File: config.mk
export PLATFORM = sky130hd
export DESIGN_NAME = imm_gen_pipe
export DESIGN_NICKNAME = d
export VERILOG_FILES = /design/src/rtl/imm_gen_pipe.sv
export SDC_FILE = /design/constraint.sdc
export NUM_CORES = 1
export LEC_CHECK = 0
export CAP_MARGIN = 10
export CORE_ASPECT_RATIO = 1.1
export CORE_UTILIZATION = 44
export CTS_BUF_LIST = sky130_fd_sc_hd__clkbuf_2
export CTS_CLUSTER_DIAMETER = 120
export DETAILED_ROUTE_END_ITERATION = 16
export GPL_ROUTABILITY_DRIVEN = 0
export PLACE_DENSITY = 0.9
export SLEW_MARGIN = 20
export SYNTH_ARGS = -nofsm -noshare
export SYNTH_HDL_FRONTEND = slang
export SYNTH_SLANG_ARGS = --single-unit
File: constraint.sdc
create_clock -name clk -period 1.42 [get_ports clk]
set_clock_uncertainty 0.05 [all_clocks]
set_input_delay 0.284 -clock clk [delete_from_list [all_inputs] [get_ports clk]]
set_output_delay 0.284 -clock clk [all_outputs]
set_load 0.01 [all_outputs]
File: src/rtl/imm_gen_pipe.sv
// Registered RV32I/RV64I immediate generator with a valid/ready output stage.
// Extension is combinational; one output register sets the latency and honours stalls.
module imm_gen_pipe #(
  parameter int DATA_WIDTH = 32,
  parameter int SRC_WIDTH  = 3
) (
  input  logic                  clk,
  input  logic                  rst_n,
  input  logic                  in_valid,
  output logic                  in_ready,
  input  logic [24:0]           instr_in,
  input  logic [SRC_WIDTH-1:0]  imm_src,
  output logic                  out_valid,
  input  logic                  out_ready,
  input  logic                  flush,
  output logic [DATA_WIDTH-1:0] imm_out,
  output logic                  imm_illegal
);

  localparam logic [SRC_WIDTH-1:0] SRC_I  = SRC_WIDTH'(0);
  localparam logic [SRC_WIDTH-1:0] SRC_S  = SRC_WIDTH'(1);
  localparam logic [SRC_WIDTH-1:0] SRC_B  = SRC_WIDTH'(2);
  localparam logic [SRC_WIDTH-1:0] SRC_J  = SRC_WIDTH'(3);
  localparam logic [SRC_WIDTH-1:0] SRC_U  = SRC_WIDTH'(4);
  localparam logic [SRC_WIDTH-1:0] SRC_Z  = SRC_WIDTH'(5);
  localparam logic [SRC_WIDTH-1:0] SRC_SH = SRC_WIDTH'(6);

  // Keep architectural bit numbering so the field slices read like the ISA manual.
  logic [31:7] ins;
  assign ins = instr_in;

  logic [31:0]           val32;
  logic                  sext;
  logic                  illegal_next;
  logic [DATA_WIDTH-1:0] imm_next;
  logic [31:0]           shamt32;

  // RV64 shifts take a 6-bit amount; RV32 only 5 bits.
  generate
    if (DATA_WIDTH > 32) begin : g_sh64
      assign shamt32 = {26'b0, ins[25:20]};
    end else begin : g_sh32
      assign shamt32 = {27'b0, ins[24:20]};
    end
  endgenerate

  always_comb begin
    val32        = 32'b0;
    sext         = 1'b0;
    illegal_next = 1'b0;
    case (imm_src)
      SRC_I: begin
        val32 = {{20{ins[31]}}, ins[31:20]};
        sext  = 1'b1;
      end
      SRC_S: begin
        val32 = {{20{ins[31]}}, ins[31:25], ins[11:7]};
        sext  = 1'b1;
      end
      SRC_B: begin
        val32 = {{19{ins[31]}}, ins[31], ins[7], ins[30:25], ins[11:8], 1'b0};
        sext  = 1'b1;
      end
      SRC_J: begin
        val32 = {{11{ins[31]}}, ins[31], ins[19:12], ins[20], ins[30:21], 1'b0};
        sext  = 1'b1;
      end
      SRC_U: begin
        val32 = {ins[31:12], 12'b0};
        sext  = 1'b1;
      end
      SRC_Z: begin
        val32 = {27'b0, ins[19:15]};
      end
      SRC_SH: begin
        val32 = shamt32;
      end
      default: begin
        illegal_next = 1'b1;
      end
    endcase
  end

  // Upper half only exists for RV64; zero-extended forms leave it clear.
  genvar gi;
  generate
    for (gi = 0; gi < DATA_WIDTH; gi++) begin : g_ext
      if (gi < 32) begin : g_low
        assign imm_next[gi] = val32[gi];
      end else begin : g_high
        assign imm_next[gi] = sext & val32[31];
      end
    end
  endgenerate

  logic                  out_valid_reg;
  logic [DATA_WIDTH-1:0] imm_reg;
  logic                  illegal_reg;
  logic                  accept;

  assign in_ready = !out_valid_reg || out_ready;
  assign accept   = in_valid && in_ready && !flush;

  always_ff @(posedge clk) begin
    if (!rst_n) begin
      out_valid_reg <= 1'b0;
      imm_reg       <= '0;
      illegal_reg   <= 1'b0;
    end else if (flush) begin
      out_valid_reg <= 1'b0;
    end else if (accept) begin
      out_valid_reg <= 1'b1;
      imm_reg       <= imm_next;
      illegal_reg   <= illegal_next;
    end else if (out_ready) begin
      out_valid_reg <= 1'b0;
    end
  end

  assign out_valid   = out_valid_reg;
  assign imm_out     = imm_reg;
  assign imm_illegal = illegal_reg;

endmodule

==> impl_results.html <==
<table>
<tr><th>Metric</th><th>Value</th></tr>
<tr><th colspan="2">Run status</th></tr>
<tr><td>Status</td><td>finished with violations</td></tr>
<tr><td>Violations in the final reports</td><td>negative setup slack</td></tr>
<tr><th colspan="2">Clocking</th></tr>
<tr><td>Total clock sinks</td><td>34</td></tr>
<tr><td>Post-cts hold buffer count</td><td>0</td></tr>
<tr><td>Clk root buf</td><td>clkbuf_2</td></tr>
<tr><td>TritonCTS clock tree</td><td>yes</td></tr>
<tr><td>Clock insertion delay at the later pin of the skew report</td><td>0.39 ns</td></tr>
<tr><td>Clock-pin slew of the registers on the worst-case setup and hold paths</td><td>0.18 ns</td></tr>
<tr><td>Number of buffers on the longest clock path</td><td>2</td></tr>
<tr><td>CTS H-tree lvls</td><td>2</td></tr>
<tr><td>Clock buffer count from CTS</td><td>5</td></tr>
<tr><th colspan="2">Critical path</th></tr>
<tr><td>CP top delay family</td><td>buffers and inverters</td></tr>
<tr><td>Worst r2r path cells</td><td>7</td></tr>
<tr><td>Critical path's most frequent cell</td><td>buf_6</td></tr>
<tr><td>Critical path buffer and inverter count</td><td>3</td></tr>
<tr><td>Launching element of the worst setup path</td><td>out_valid</td></tr>
<tr><td>Largest stage delay, worst path</td><td>0.35 ns</td></tr>
<tr><td>Cell at the slowest stage of the critical path</td><td>dfxtp_2</td></tr>
<tr><td>Critical Path End Type</td><td>flip-flop</td></tr>
<tr><td>Ordered list of cells on the worst path</td><td>nor2b_4 &gt; buf_6 &gt; nor3b_4 &gt; buf_6 &gt; clkbuf_16 &gt; o21ai_0 &gt; a21oi_1</td></tr>
<tr><td>Capture point of the critical path</td><td>imm_out[29]</td></tr>
<tr><td>Crit Reg-Reg Startpoint</td><td>out_valid</td></tr>
<tr><td>Crit path DAT</td><td>1.78 ns</td></tr>
<tr><td>Critical R2R Capture</td><td>imm_out[29]</td></tr>
<tr><td>Critical path startpoint category</td><td>flip-flop</td></tr>
<tr><td>Flop-to-flop setup slack</td><td>-0.07 ns</td></tr>
<tr><td>Category of the most critical setup path</td><td>reg2reg</td></tr>
<tr><td>CP Data Required Time</td><td>1.71 ns</td></tr>
<tr><td>Maximum fanout count along the critical path</td><td>18</td></tr>
<tr><td>Critical Path Stages</td><td>7</td></tr>
<tr><th colspan="2">Global routing</th></tr>
<tr><td>Maximum number of pins on one net before global-route repair</td><td>37</td></tr>
<tr><td>Number of antenna violations at the first check in global routing</td><td>0</td></tr>
<tr><td>First-pass GRT wire length</td><td>7521 µm</td></tr>
<tr><td>Overflow left after global routing</td><td>0</td></tr>
<tr><td>Number of global-route vias before repair</td><td>1679</td></tr>
<tr><td>GRT Overall Usage</td><td>25.58%</td></tr>
<tr><th colspan="2">Synthesis</th></tr>
<tr><td>Synth cell count leaders</td><td>dfxtp_1 (34), nand2_1 (29), a21oi_1 (27)</td></tr>
<tr><td>Fraction of the yosys area taken by sequential cells</td><td>42.40%</td></tr>
<tr><td>Avg Inst Size Synth</td><td>8.677 µm²</td></tr>
<tr><td>Prevailing post-synth register cell</td><td>dfxtp_1</td></tr>
<tr><td>Synth top area cells</td><td>dfxtp_1 (42%), a21oi_1 (8.4%), nand2_1 (6.8%)</td></tr>
<tr><td>Cell area after technology mapping</td><td>0.001605 mm²</td></tr>
<tr><td>Number of synthesized flops with an enable pin</td><td>0</td></tr>
<tr><td>Post-synthesis cell count</td><td>185</td></tr>
<tr><td>#FFs+latches synth</td><td>34</td></tr>
<tr><td>Share of the synthesized area in the top cell type</td><td>42.40%</td></tr>
<tr><td>Count of yosys warnings during synthesis</td><td>0</td></tr>
<tr><td>Largest area contributor in the synthesized netlist</td><td>dfxtp_1</td></tr>
<tr><td>Number of nets produced by synthesis</td><td>218</td></tr>
<tr><td>Share of synthesized flip-flops with an asynchronous set or reset</td><td>0%</td></tr>
<tr><td>Library cell with the highest instance count after synthesis</td><td>dfxtp_1</td></tr>
<tr><td>Yosys cell types</td><td>32</td></tr>
<tr><th colspan="2">Layout</th></tr>
<tr><td>Post-Layout Inst Area</td><td>0.002575 mm²</td></tr>
<tr><td>Signed area change from the synthesized netlist to the final layout</td><td>60.41%</td></tr>
<tr><td>Number of antenna cells inserted</td><td>0</td></tr>
<tr><td>Post-route insts no fill</td><td>325</td></tr>
<tr><td>Number of nets in the layout</td><td>309</td></tr>
<tr><td>Core Util, Final</td><td>75.44%</td></tr>
<tr><td>Share of cells above drive strength 1</td><td>23.83%</td></tr>
<tr><td>Max FFs per register</td><td>32</td></tr>
<tr><th colspan="2">Timing</th></tr>
<tr><td>Final count of hold timing violations</td><td>0</td></tr>
<tr><td>Worst Setup Slack, final</td><td>-0.06952 ns</td></tr>
<tr><td>Slew at the pin closest to its max-slew limit</td><td>0.3327 ns</td></tr>
<tr><td>Headroom to the max-slew limit</td><td>77.78%</td></tr>
<tr><td>Number of endpoints failing setup at the final stage</td><td>11</td></tr>
<tr><td>Max Clk Rate</td><td>671.4 MHz</td></tr>
<tr><td>Number of max-slew violations in the final report</td><td>0</td></tr>
<tr><td>Final Critical Period</td><td>1.490 ns</td></tr>
<tr><td>Setup TNS</td><td>-0.1886 ns</td></tr>
<tr><td>RSZ-0062 raised after global routing</td><td>true</td></tr>
<tr><td>Period utilization</td><td>104.9%</td></tr>
<tr><th colspan="2">Pwr</th></tr>
<tr><td>Worst IR Drop VDD</td><td>0.5352 mV</td></tr>
<tr><td>Switching power share of the total</td><td>30.10%</td></tr>
<tr><td>Share of power burned in combinational logic</td><td>26.4%</td></tr>
<tr><td>Int Pwr</td><td>1.413 mW</td></tr>
<tr><td>Pwr dens</td><td>785.0 mW/mm²</td></tr>
<tr><td>Switching power</td><td>0.6084 mW</td></tr>
<tr><td>Part of the power in the clock network</td><td>22.1%</td></tr>
<tr><td>Sequential fraction of design power</td><td>51.4%</td></tr>
<tr><td>Leakage Power</td><td>1.129 nW</td></tr>
<tr><th colspan="2">Placed design</th></tr>
<tr><td>Estimated wirelength of the detail-placed design</td><td>3303 µm</td></tr>
<tr><td>Quantity of I/O buffers inserted on ports</td><td>67</td></tr>
<tr><td>Worst setup timing slack at the placement stage</td><td>-0.3898 ns</td></tr>
<tr><td>Placed Instances</td><td>313</td></tr>
<tr><td>Placed instance area</td><td>0.002467 mm²</td></tr>
<tr><th colspan="2">Floorplan</th></tr>
<tr><td>Initial core utilization</td><td>47.03%</td></tr>
<tr><td>Die Wd</td><td>59.59 µm</td></tr>
<tr><td>Core box area</td><td>0.003413 mm²</td></tr>
<tr><td>Floorplan die area</td><td>0.003894 mm²</td></tr>
<tr><td>Number of cell rows</td><td>22</td></tr>
<tr><td>Ports</td><td>68</td></tr>
<tr><td>Floorplan die height</td><td>65.35 µm</td></tr>
<tr><th colspan="2">Route</th></tr>
<tr><td>Remaining routing DRC violations</td><td>0</td></tr>
<tr><td>Vias</td><td>1791</td></tr>
<tr><td>Iteration count of the initial detailed-routing pass</td><td>4</td></tr>
<tr><td>Average wire per cell in the routed design</td><td>15.83 µm</td></tr>
<tr><td>Routed wire length</td><td>5146 µm</td></tr>
<tr><td>Number of vias per cell</td><td>5.511</td></tr>
<tr><td>Detail Route Antenna Nets</td><td>0</td></tr>
<tr><td>First DRT Iteration DRCs</td><td>102</td></tr>
<tr><th colspan="2">Min path</th></tr>
<tr><td>Worst hold path type</td><td>in2reg</td></tr>
<tr><th colspan="2">Run</th></tr>
<tr><td>Number of max-capacitance violations reported</td><td>0</td></tr>
</table>
## worst min path at each step
stage	slack [ns]	endpoint	from	cells after the start
final	0.37	imm_out[12]	instr_in[5]	3
after global routing	0.37	imm_out[12]	instr_in[5]	3
after CTS	0.36	imm_out[12]	instr_in[5]	3
after detailed placement	0.41	imm_out[9]	imm_out[9]	2
after global placement	0.39	imm_illegal	imm_illegal	2
after floorplan	0.31	out_valid	flush	1
## routing by layer
layer | routed length [µm] | vias to the layer above | part of all wire [%] | GRT usage (%)
li1 | - | 849 | - | -
met1 | 2123 | 834 | 41 | 30.51
met2 | 2578 | 93 | 50 | 43.12
met3 | 316 | 15 | 6.1 | 4.724
met4 | 127 | 0 | 2.5 | 13.08
met5 | 0 | - | 0 | 0
## power groups by stage
stage,Sequential (mW),Combinational [mW],Clock (mW)
after global routing,1.05,0.567,0.497
final,1.04,0.534,0.447
after CTS,1.04,0.488,0.453
after global placement,1.06,0.511,0
after floorplan,1.08,0.194,0
after detailed placement,1.06,0.522,0
## area by class of cell
| type | count | area, µm² |
|---|---|---|
| clock inverter | 3 | 16.27 |
| inverter | 2 | 7.507 |
| fill | 268 | 838.3 |
| multi-input combinational | 134 | 813.3 |
| tap | 48 | 60.06 |
| clock buffer | 5 | 25.02 |
| timing repair buffer | 99 | 957.2 |
| sequential | 34 | 695.7 |
## layout by cell type, fill, tap and decap left out, types with 2 or more instances in the layout
master,Yosys,routed
a21boi_1,1,4
dlygate4sd2_1,0,32
a31oi_1,5,5
nand3_1,7,7
dfxtp_2,0,12
nor2_1,2,2
mux2i_1,6,6
a32oi_1,4,4
buf_6,4,3
a21boi_0,6,3
nor2b_1,2,2
clkbuf_2,0,5
inv_2,2,2
clkdlybuf4s50_1,0,32
o21ai_1,4,4
buf_12,0,2
a211o_1,5,5
buf_4,3,25
dfxtp_1,34,22
clkdlybuf4s15_1,0,2
clkbuf_16,0,3
mux2_2,4,4
a21oi_1,27,27
nand2_1,29,29
o21ai_0,20,20
## logic make-up (layout without fill, tap and decap cells)
group | Yosys count | after routing | synth area share (%)
AO/OA/AOI/OAI | 76 | 76 | 28.76
buffers and inverters | 17 | 109 | 6.936
flip-flops | 34 | 34 | 42.40
multiplexers | 10 | 10 | 6.547
AND/OR/NAND/NOR | 48 | 48 | 15.35
## tightest hold or removal path, cell delays in order
cell	delay, ns
clkdlybuf4s50_1	0.39
nand2_1	0.06
a21oi_1	0.05
## timing repair
item	4_1_cts	5_1_grt
pin swaps	0	6
setup buffers	0	1
setup endpoints to repair	35	32
resized for setup	47	11
gates cloned	0	3
## stage by stage
step	hold slack, ns	power (mW)
detailed placement	0.4062	1.580
finish	0.3666	2.021
floorplan	0.3101	1.275
global route	0.3729	2.111
CTS	0.3589	1.979
global placement	0.3911	1.568
No activity file was read; power rests on OpenSTA's default activity.
